### src/rtl/control_sequencer.sv
// ---------------------------------------------------------------------------
// control_sequencer
//
// Instruction sequencer for the 4-bit CPU. Fetches 8-bit instructions from
// program memory over a req/ack handshake, latches opcode/operand, steps the
// 2-bit micro-phase counter through four phases per instruction and applies
// the jump field returned by the control memory to the program counter.
//
// Ports
//   i_clk          system clock, rising edge
//   i_rst_n        asynchronous active-low reset
//   o_imem_req     fetch request, held until acknowledged
//   o_imem_addr    fetch address (combinational copy of o_pc)
//   i_imem_ack     program memory acknowledge, data valid same cycle
//   i_imem_data    instruction: [7:4] opcode, [3:0] operand
//   o_op           latched opcode to control memory
//   o_cnt          micro-phase to control memory
//   o_operand      latched operand to datapath
//   i_f_jmp        jump field: 00 none, 11 always, 01 if zero, 10 if carry
//   i_acc          accumulator from datapath (jump offset)
//   i_zero_flag    datapath zero flag
//   i_carry_flag   datapath carry flag
//   i_hold         freeze micro-phase while executing
//   o_exec_valid   high while executing, qualifies o_op/o_cnt
//   o_instr_done   one-cycle pulse as the last phase completes
//   o_pc           current program counter
// ---------------------------------------------------------------------------
module control_sequencer #(
  parameter logic [7:0] RESET_PC = 8'h00
) (
  input  logic       i_clk,
  input  logic       i_rst_n,
  output logic       o_imem_req,
  output logic [7:0] o_imem_addr,
  input  logic       i_imem_ack,
  input  logic [7:0] i_imem_data,
  output logic [3:0] o_op,
  output logic [1:0] o_cnt,
  output logic [3:0] o_operand,
  input  logic [1:0] i_f_jmp,
  input  logic [3:0] i_acc,
  input  logic       i_zero_flag,
  input  logic       i_carry_flag,
  input  logic       i_hold,
  output logic       o_exec_valid,
  output logic       o_instr_done,
  output logic [7:0] o_pc
);

  typedef enum logic [1:0] {
    StResetWait = 2'd0,
    StFetch     = 2'd1,
    StExec      = 2'd2
  } state_e;

  state_e     r_state;
  logic       r_wait_done;   // set after the first post-reset edge
  logic [7:0] r_pc;
  logic [3:0] r_op;
  logic [3:0] r_operand;
  logic [1:0] r_cnt;
  logic       r_imem_req;
  logic       r_exec_valid;
  logic       r_instr_done;
  logic       r_jump_taken;
  logic [7:0] r_target;

  logic       w_cond_met;
  logic [7:0] w_target;
  logic [7:0] w_pc_next;

  // Jump condition decode, only consumed in phase 1
  always_comb begin
    w_cond_met = 1'b0;
    case (i_f_jmp)
      2'b11:   w_cond_met = 1'b1;
      2'b01:   w_cond_met = i_zero_flag;
      2'b10:   w_cond_met = i_carry_flag;
      default: w_cond_met = 1'b0;
    endcase
  end

  // Target wraps modulo 256 by width truncation
  always_comb begin
    w_target  = {r_operand, 4'b0000} + {4'b0000, i_acc};
    w_pc_next = r_jump_taken ? r_target : (r_pc + 8'd1);
  end

  always_ff @(posedge i_clk or negedge i_rst_n) begin
    if (!i_rst_n) begin
      r_state      <= StResetWait;
      r_wait_done  <= 1'b0;
      r_pc         <= RESET_PC;
      r_op         <= 4'h0;
      r_operand    <= 4'h0;
      r_cnt        <= 2'd0;
      r_imem_req   <= 1'b0;
      r_exec_valid <= 1'b0;
      r_instr_done <= 1'b0;
      r_jump_taken <= 1'b0;
      r_target     <= 8'h00;
    end else begin
      r_instr_done <= 1'b0;
      unique case (r_state)
        // One full idle cycle after reset release before the first request
        StResetWait: begin
          if (r_wait_done) begin
            r_state    <= StFetch;
            r_imem_req <= 1'b1;
          end else begin
            r_wait_done <= 1'b1;
          end
        end

        StFetch: begin
          if (i_imem_ack) begin
            r_op         <= i_imem_data[7:4];
            r_operand    <= i_imem_data[3:0];
            r_cnt        <= 2'd0;
            r_imem_req   <= 1'b0;
            r_exec_valid <= 1'b1;
            r_state      <= StExec;
          end
        end

        StExec: begin
          if (!i_hold) begin
            r_cnt <= r_cnt + 2'd1;
            if (r_cnt == 2'd1) begin
              r_jump_taken <= w_cond_met;
              r_target     <= w_target;
            end
            if (r_cnt == 2'd3) begin
              r_instr_done <= 1'b1;
              r_pc         <= w_pc_next;
              r_jump_taken <= 1'b0;
              r_exec_valid <= 1'b0;
              r_imem_req   <= 1'b1;
              r_state      <= StFetch;
            end
          end
        end

        default: begin
          r_state <= StResetWait;
        end
      endcase
    end
  end

  assign o_imem_req   = r_imem_req;
  assign o_imem_addr  = r_pc;
  assign o_op         = r_op;
  assign o_cnt        = r_cnt;
  assign o_operand    = r_operand;
  assign o_exec_valid = r_exec_valid;
  assign o_instr_done = r_instr_done;
  assign o_pc         = r_pc;

endmodule

### config.mk
export PLATFORM = sky130hd
export DESIGN_NAME = control_sequencer
export DESIGN_NICKNAME = d
export VERILOG_FILES = /design/src/rtl/control_sequencer.sv
export SDC_FILE = /design/constraint.sdc
export NUM_CORES = 1
export LEC_CHECK = 0
export BUFFER_PORTS_ARGS = -buffer_cell sky130_fd_sc_hd__buf_2
export CAP_MARGIN = 20
export CORE_MARGIN = 2
export CORE_UTILIZATION = 51
export DETAILED_ROUTE_END_ITERATION = 7
export PLACE_DENSITY = 0.79
export SYNTH_ARGS = -nofsm -noshare
export SYNTH_HDL_FRONTEND = slang
export SYNTH_SLANG_ARGS = --single-unit
### constraint.sdc
create_clock -name i_clk -period 1.88 [get_ports i_clk]
set_input_delay 0.564 -clock i_clk [delete_from_list [all_inputs] [get_ports i_clk]]
set_output_delay 0.564 -clock i_clk [all_outputs]
set_load 0.01 [all_outputs]
Word level (Yosys, flattened, before mapping)
Index checks and enable logic that the tools add are counted.
Cells by class
  $add $sub $neg: 3
  equality and inequality tests: 11
  muxes and demuxes: 24
  bitwise operators: 1
  reduce and logical (&&, ||, !) cells: 12
Operators by type and width (count)
  1-bit 2-to-1 mux: 12
  2-bit 2-to-1 mux: 6
  3-bit AND reduction: 4
  8-bit by 1-bit adder with 8-bit output, second input constant: 1
  8-bit by 4-bit adder with 8-bit output: 1
  2-bit equality test, second input constant: 4
  8-bit 2-to-1 mux: 1
  2-bit != test, second input constant: 4
  4-bit AND reduction: 2
  2-bit by 1-bit equality test with 1-bit output, second input constant: 3
  1-bit case mux with 3 select lines: 2
  2-bit case mux with 3 select lines: 1
  5-bit AND reduction: 1
  2-bit case mux with 2 select lines: 1
  2-bit nonzero test: 2
  3-bit nonzero test: 1
  2-bit by 1-bit adder with 2-bit output, second input constant: 1
  2-bit logical NOT: 1
  1-bit case mux with 2 select lines: 1
  2-bit AND reduction: 1
  1-bit NOT: 1
Storage, ports and cells
  register bits after elaboration: 33
  input bits: 20
  output and inout bits: 29
  logic and storage cells: 62

Logic depth before layout (Yosys ltp)
Gate-level depths: netlist of run 1.
  word-level depth: 4
  depth in mapped cells: 7
  depth with buffers taken out: 5

Worst setup path before layout of run 1
No wires, ideal clock.
  path kind: in2reg
  from: in i_hold
  to: reg r_pc[5] (netlist: o_imem_addr[5])
  setup time: 0.069 ns
  data arrival time: 1.387 ns
  path slack: 0.424 ns
  stages on the path: 5
  path buffers: 0
  cell sequence: nor3b_2 > nand2_4 > clkinv_4 > mux2_1 > nand3_1
Between the ends
  word-level cells in the longest chain between the ends: 2
Ends and longest elaborated chain
  from (decl): line 44  | input logic i_hold,
  1-bit NOT (no source line)
  3-bit AND reduction (no source line)
  to (signal assigned): line 135  | r_pc <= w_pc_next;
  to (decl): line 58  | logic [7:0] r_pc;
No other way between the ends.
A chain may end at the register's enable or synchronous reset.

Final worst setup path of run 1
  from: reg r_state[1]
  to: reg r_pc[6] (netlist: o_imem_addr[6])
Between the ends
  word-level cells in the longest chain between the ends: 2
Ends and longest elaborated chain
  from (decl): line 56  | state_e r_state;
  from (signal assigned): line 91  | r_state <= StResetWait;
  from (signal assigned): line 108  | r_state <= StFetch;
  from (signal assigned): line 122  | r_state <= StExec;
  2-bit equality test: line 104  | unique case (r_state)
  3-bit AND reduction (no source line)
No other way between the ends.

==> flow_summary.toml, run 1 <==
[run_status]
status = "completed"

[routing]
dr.pass1.iters = 4
ant_nets = 0
via_per_inst = 5.32
vias = 1239
route.detailed.drc = 0
routed_wl_mm = 3.20
drtIter0Drc = 31
wire_per_inst_um = 13.7

[clocking]
root_buffer = "clkbuf_4"
h-tree-depth = 2
insertion_delay_ns = 0.32
cts_tree = "done"
cts_setup_buffers = 0
holdBufCountCts = 0
clk_pin_slew_ns = 0.10
ctsLongestPathBuffers = 2
clkSinkCount = 33
cts_inserted_buffers = 5
post_cts_resized = 0

[logic_synthesis]
postSynthNetCount = 167
async_flop_share_pct = 100
synth.yosys.seq_area_share_pct = 49.9
syn-cell-area_mm2 = 0.00166
synth-edff-count = 0
syn_inst = 144
synth_cell_types = 39
avgSynthCellArea_um2 = 11.5
ys_warn_count = 0
ys.flop_type = "dfrtp_1"
yosys_register_bits = 33

[worst_setup_path]
required_ns = 2.14
r2r_start = "r_state[1]"
worstSetupPathType = "reg2reg"
end_kind = "register"
crit_family = "simple AND/OR/NAND/NOR gates"
slowest_stage = "dfrtp_1"
reg2reg_slack_ns = 0.31
critPathMaxStageDelay_ns = 0.50
worst_ep_arrival_time_ns = 1.84
path_buf_inv = 1
path_max_fanout = 18
cp-start-kind = "register"
reg2reg_to = "o_imem_addr[6]"
crit_path_cell_trace = "nor3b_2 -> nand2_4 -> clkinv_4 -> mux2_1 -> nand3_1"
reg2reg_depth = 5

[run]
drv_cap = 0

[placed_design]
port_buffers = 48
placed_cells = 225
place.gp.congestion = 0.781
dp_hpwl_mm = 2.35

[timing]
max_slew_margin_pct = 56.8
setup_tns_ns = 0
period_needed_ns = 1.57
clock_skew_ns = 0.00394
slew_viol_final = 0
period_share_pct = 83.7
hold_violations = 0
setup_viol_count_final = 0
rsz0062_at_grt = "no"
fmax_mhz = 635
tightestPinTransition_ns = 0.648

[global_route]
grt.total_usage_pct = 18.8
grt_max_degree = 34
antenna_found_initial = 0
grt_pass1_wl_mm = 5.11
grt_remaining_overflow = 0
grt_pass1_vias = 1139

[die]
dieArea_mm2 = 0.00372
pin_count = 49
rows = 20
die_x_um = 61.0
die_h_um = 61.0
fp.coreArea_mm2 = 0.00308
initial_utilization_pct = 53.8

[layout]
mostFrequentLayoutCells = "48 x buf_2, 33 x dfrtp_1, 11 x nor2_1"
final_nets = 211
final_cells = 233
drive_gt1_share_pct = 37.6
layout_commonest_cell = "buf_2"
syn_to_final_growth_pct = 17.8
fill_cells = 266
diodes = 0

[power]
power.density_mw_per_mm2 = 1210
ir_drop_v = 0.000584
leakage_nw = 1.04

[hold_path]
hold_path.class = "in2async"
[cell usage after synthesis (all sizes together) (3+ instances only)]
cell type,n,area (um2)
a21oi,8,40.0
and3,3,18.8
buf,12,98.8
dfrtp,33,826
ha,3,37.5
inv,5,18.8
mux2,18,233
nand2,7,36.3
nand3,3,15.0
nand4,3,18.8
nor2,11,41.3
o21ai,8,40.0
[state kept, by name, indices dropped and copies added, names as in the netlist]
name and cells:
o_instr_done 1, o_imem_addr 8, o_cnt 2, o_imem_req 1, r_jump_taken 1, r_state 2
o_operand 4, r_target 8, o_exec_valid 1, r_wait_done 1, o_op 4
[power by group]
part           internal [mW]  switching [mW]
clock                  0.217           0.222
sequential             0.923           0.238
combinational          0.427           0.338
[cells by family after synthesis]
logic type / after synthesis / share of synthesized area, %
buffers and inverters: 20 / 8.09
flip-flops: 33 / 49.9
AND/OR/NAND/NOR: 40 / 13.8
AO/OA/AOI/OAI: 28 / 10.7
multiplexers: 20 / 15.3
adder cells (fa/ha/maj): 3 / 2.27
[through the flow]
step                      setup WS, ns  util (%)  hold slack [ns]  area, um2  total power [mW]
after floorplan                  0.424         -            0.268       1660              1.69
after global placement           0.208      61.1            0.469       1880              1.89
after detailed placement         0.169      61.1            0.477       1880              1.94
after CTS                        0.311      63.3            0.177       1950              2.39
after global routing             0.205      63.3            0.177       1950              2.53
final                            0.306      63.3            0.180       1950              2.36
[worst max path at each step]
stage | depth (start not counted) | to | slack (ns) | start
detailed placement | 6 | o_imem_addr[6] | 0.17 | i_hold
finish | 5 | o_imem_addr[6] | 0.31 | r_state[1]
global placement | 6 | o_imem_addr[5] | 0.21 | i_hold
global route | 5 | o_imem_addr[6] | 0.20 | r_state[1]
CTS | 5 | o_imem_addr[6] | 0.31 | r_state[1]
floorplan | 5 | o_imem_addr[5] | 0.42 | i_hold
[area by class of cell]
type	instances	area (um2)	area share [%]
Tap cell	44	55.1	2.82
Sequential cell	33	826	42.4
Inverter	6	27.5	1.41
Clock inverter	1	5.00	0.257
Clock buffer	7	65.1	3.34
Multi-Input combinational cell	91	696	35.7
Timing Repair Buffer	51	275	14.1
[per-layer routing]
layer | part of all wire [%] | track usage (%) | routed length, um
met2 | 53 | 31.5 | 1690
met5 | 0 | 0 | 0
met1 | 41 | 23.3 | 1320
met4 | 0.91 | 8.39 | 29
met3 | 4.7 | 4.05 | 150
[worst register-to-register path, delay by kind of cell (launching register included)]
kind                   cells  cell delay (ns)
buffers and inverters      1             0.13
flip-flops                 1             0.50
multiplexers               1             0.34
AND/OR/NAND/NOR            3             0.55
No activity file was read; power rests on OpenSTA's default activity.
==> run 2, diff against run 1 <==
clock period = 1.6 ns   (was 1.88 ns; I/O delays follow)
==> flow_summary.toml, run 2 (synthesis results as in run 1) <==
[run_status]
status = "completed"

[timing]
max_slew_margin_pct = 56.8
rsz0062_at_grt = "no"
period_share_pct = 92.0
fmax_mhz = 679
hold_violations = 0
tightestPinTransition_ns = 0.648
setup_viol_count_final = 0
period_needed_ns = 1.47
clock_skew_ns = 0.00419
slew_viol_final = 0

[layout]
final_cell_area_mm2 = 0.00198
multi_input_area_um2 = 702
regArea_um2 = 828
final_nets = 212
utilization_pct = 64.3
mostFrequentLayoutCells = "48 x buf_2, 31 x dfrtp_1, 11 x nor2_1"
drive_gt1_share_pct = 38.9
syn_to_final_growth_pct = 19.7
fill_cells = 248
layout_commonest_cell = "buf_2"
final_cells = 234
diodes = 0

[power]
p_sw_share_pct = 32.7
cellInternalPower_mw = 1.97
power_frac_comb_pct = 30.9
ir_drop_v = 0.000866
power.density_mw_per_mm2 = 1480
leakage_nw = 1.05
p_sw_mw = 0.959
p_seq_share_pct = 47.4
clkPwrFrac_pct = 21.7

[clocking]
clkSinkCount = 33
clk_pin_slew_ns = 0.10
insertion_delay_ns = 0.32
h-tree-depth = 2
cts_inserted_buffers = 5
cts_setup_buffers = 0
post_cts_resized = 0
cts_tree = "done"
root_buffer = "clkbuf_4"
ctsLongestPathBuffers = 2
holdBufCountCts = 0

[routing]
vias = 1234
route.detailed.drc = 0
drtIter0Drc = 36
ant_nets = 0
routed_wl_mm = 3.28
via_per_inst = 5.27
wire_per_inst_um = 14.0
dr.pass1.iters = 4

[worst_setup_path]
worst_ep_arrival_time_ns = 1.73
critPathMaxStageDelay_ns = 0.49
r2r_start = "r_state[0]"
crit_path_cell_trace = "nor3b_4 -> nand2_4 -> clkinv_4 -> mux2_1 -> nand3_1"
required_ns = 1.86
end_kind = "register"
worstSetupPathType = "reg2reg"
cp-start-kind = "register"
path_max_fanout = 14
startpoint = "r_state[0]"
slowest_stage = "dfrtp_2"

[hold_path]
hold_path.class = "in2async"

[global_route]
antenna_found_initial = 0
grt_max_degree = 23
grt_pass1_wl_mm = 5.37
grt.total_usage_pct = 20.2
grt_pass1_vias = 1190
grt_remaining_overflow = 0

[die]
fp.coreArea_mm2 = 0.00308
rows = 20
die_x_um = 61.0
pin_count = 49
die_h_um = 61.0
dieArea_mm2 = 0.00372
initial_utilization_pct = 53.8

[placed_design]
placed_cells = 226
place.gp.congestion = 0.755
dp_hpwl_mm = 2.41
port_buffers = 48
placement.cell_area_mm2 = 0.00189

[run]
drv_cap = 0
run 2: area by class of cell:
type,instances,area share [%]
clock inverter,1,1.52
clock buffer,7,2.78
multi-input combinational,91,35.4
inverter,6,1.39
tap,44,2.78
timing repair buffer,52,14.3
sequential,33,41.8
run 2: per-layer routing:
| metal | up-vias | global-route usage (%) | share of wire (%) |
|---|---|---|---|
| li1 | 591 | - | - |
| met3 | 4 | 7.89 | 6.4 |
| met4 | 0 | 4.97 | 0.73 |
| met2 | 39 | 33.3 | 51 |
| met1 | 600 | 25.2 | 41 |
| met5 | - | 0 | 0 |
run 2: power groups by stage:
| stage | Combinational, mW | Sequential [mW] | Clock (mW) |
|---|---|---|---|
| after floorplan | 0.639 | 1.34 | 0 |
| after global placement | 0.858 | 1.36 | 0 |
| after detailed placement | 0.909 | 1.38 | 0 |
| after CTS | 0.910 | 1.37 | 0.655 |
| after global routing | 1.00 | 1.44 | 0.693 |
| final | 0.907 | 1.39 | 0.637 |
run 2: worst paths after layout:
| path | cells past startpoint | slack [ns] | endpoint |
|---|---|---|---|
| max | 5 | 0.13 | o_imem_addr[6] |
| min | 1 | 0.06 | r_target[3] |
| max reg2reg | 5 | 0.13 | o_imem_addr[6] |
| min reg2reg | 1 | 0.50 | r_target[0] |
| max in group asynchronous | 2 | 0.99 | o_exec_valid |
| min in group i_clk | 2 | 0.37 | r_target[0] |
run 2: critical path, delay by kind of cell (launching register included):
family        cells  cell delay, ns
mux               1            0.33
simple gates      3            0.46
buf+inv           1            0.12
flops             1            0.49
run 2: metrics by stage:
stage                     hold WS (ns)  setup WS [ns]  total power, mW  setup TNS [ns]
final                           0.0561          0.128             2.93               0
after global routing            0.0384         0.0413             3.13               0
after global placement           0.407         0.0305             2.22               0
after floorplan                  0.184          0.173             1.98               0
after CTS                       0.0470        0.00981             2.94               0
after detailed placement         0.412        -0.0130             2.29         -0.0807
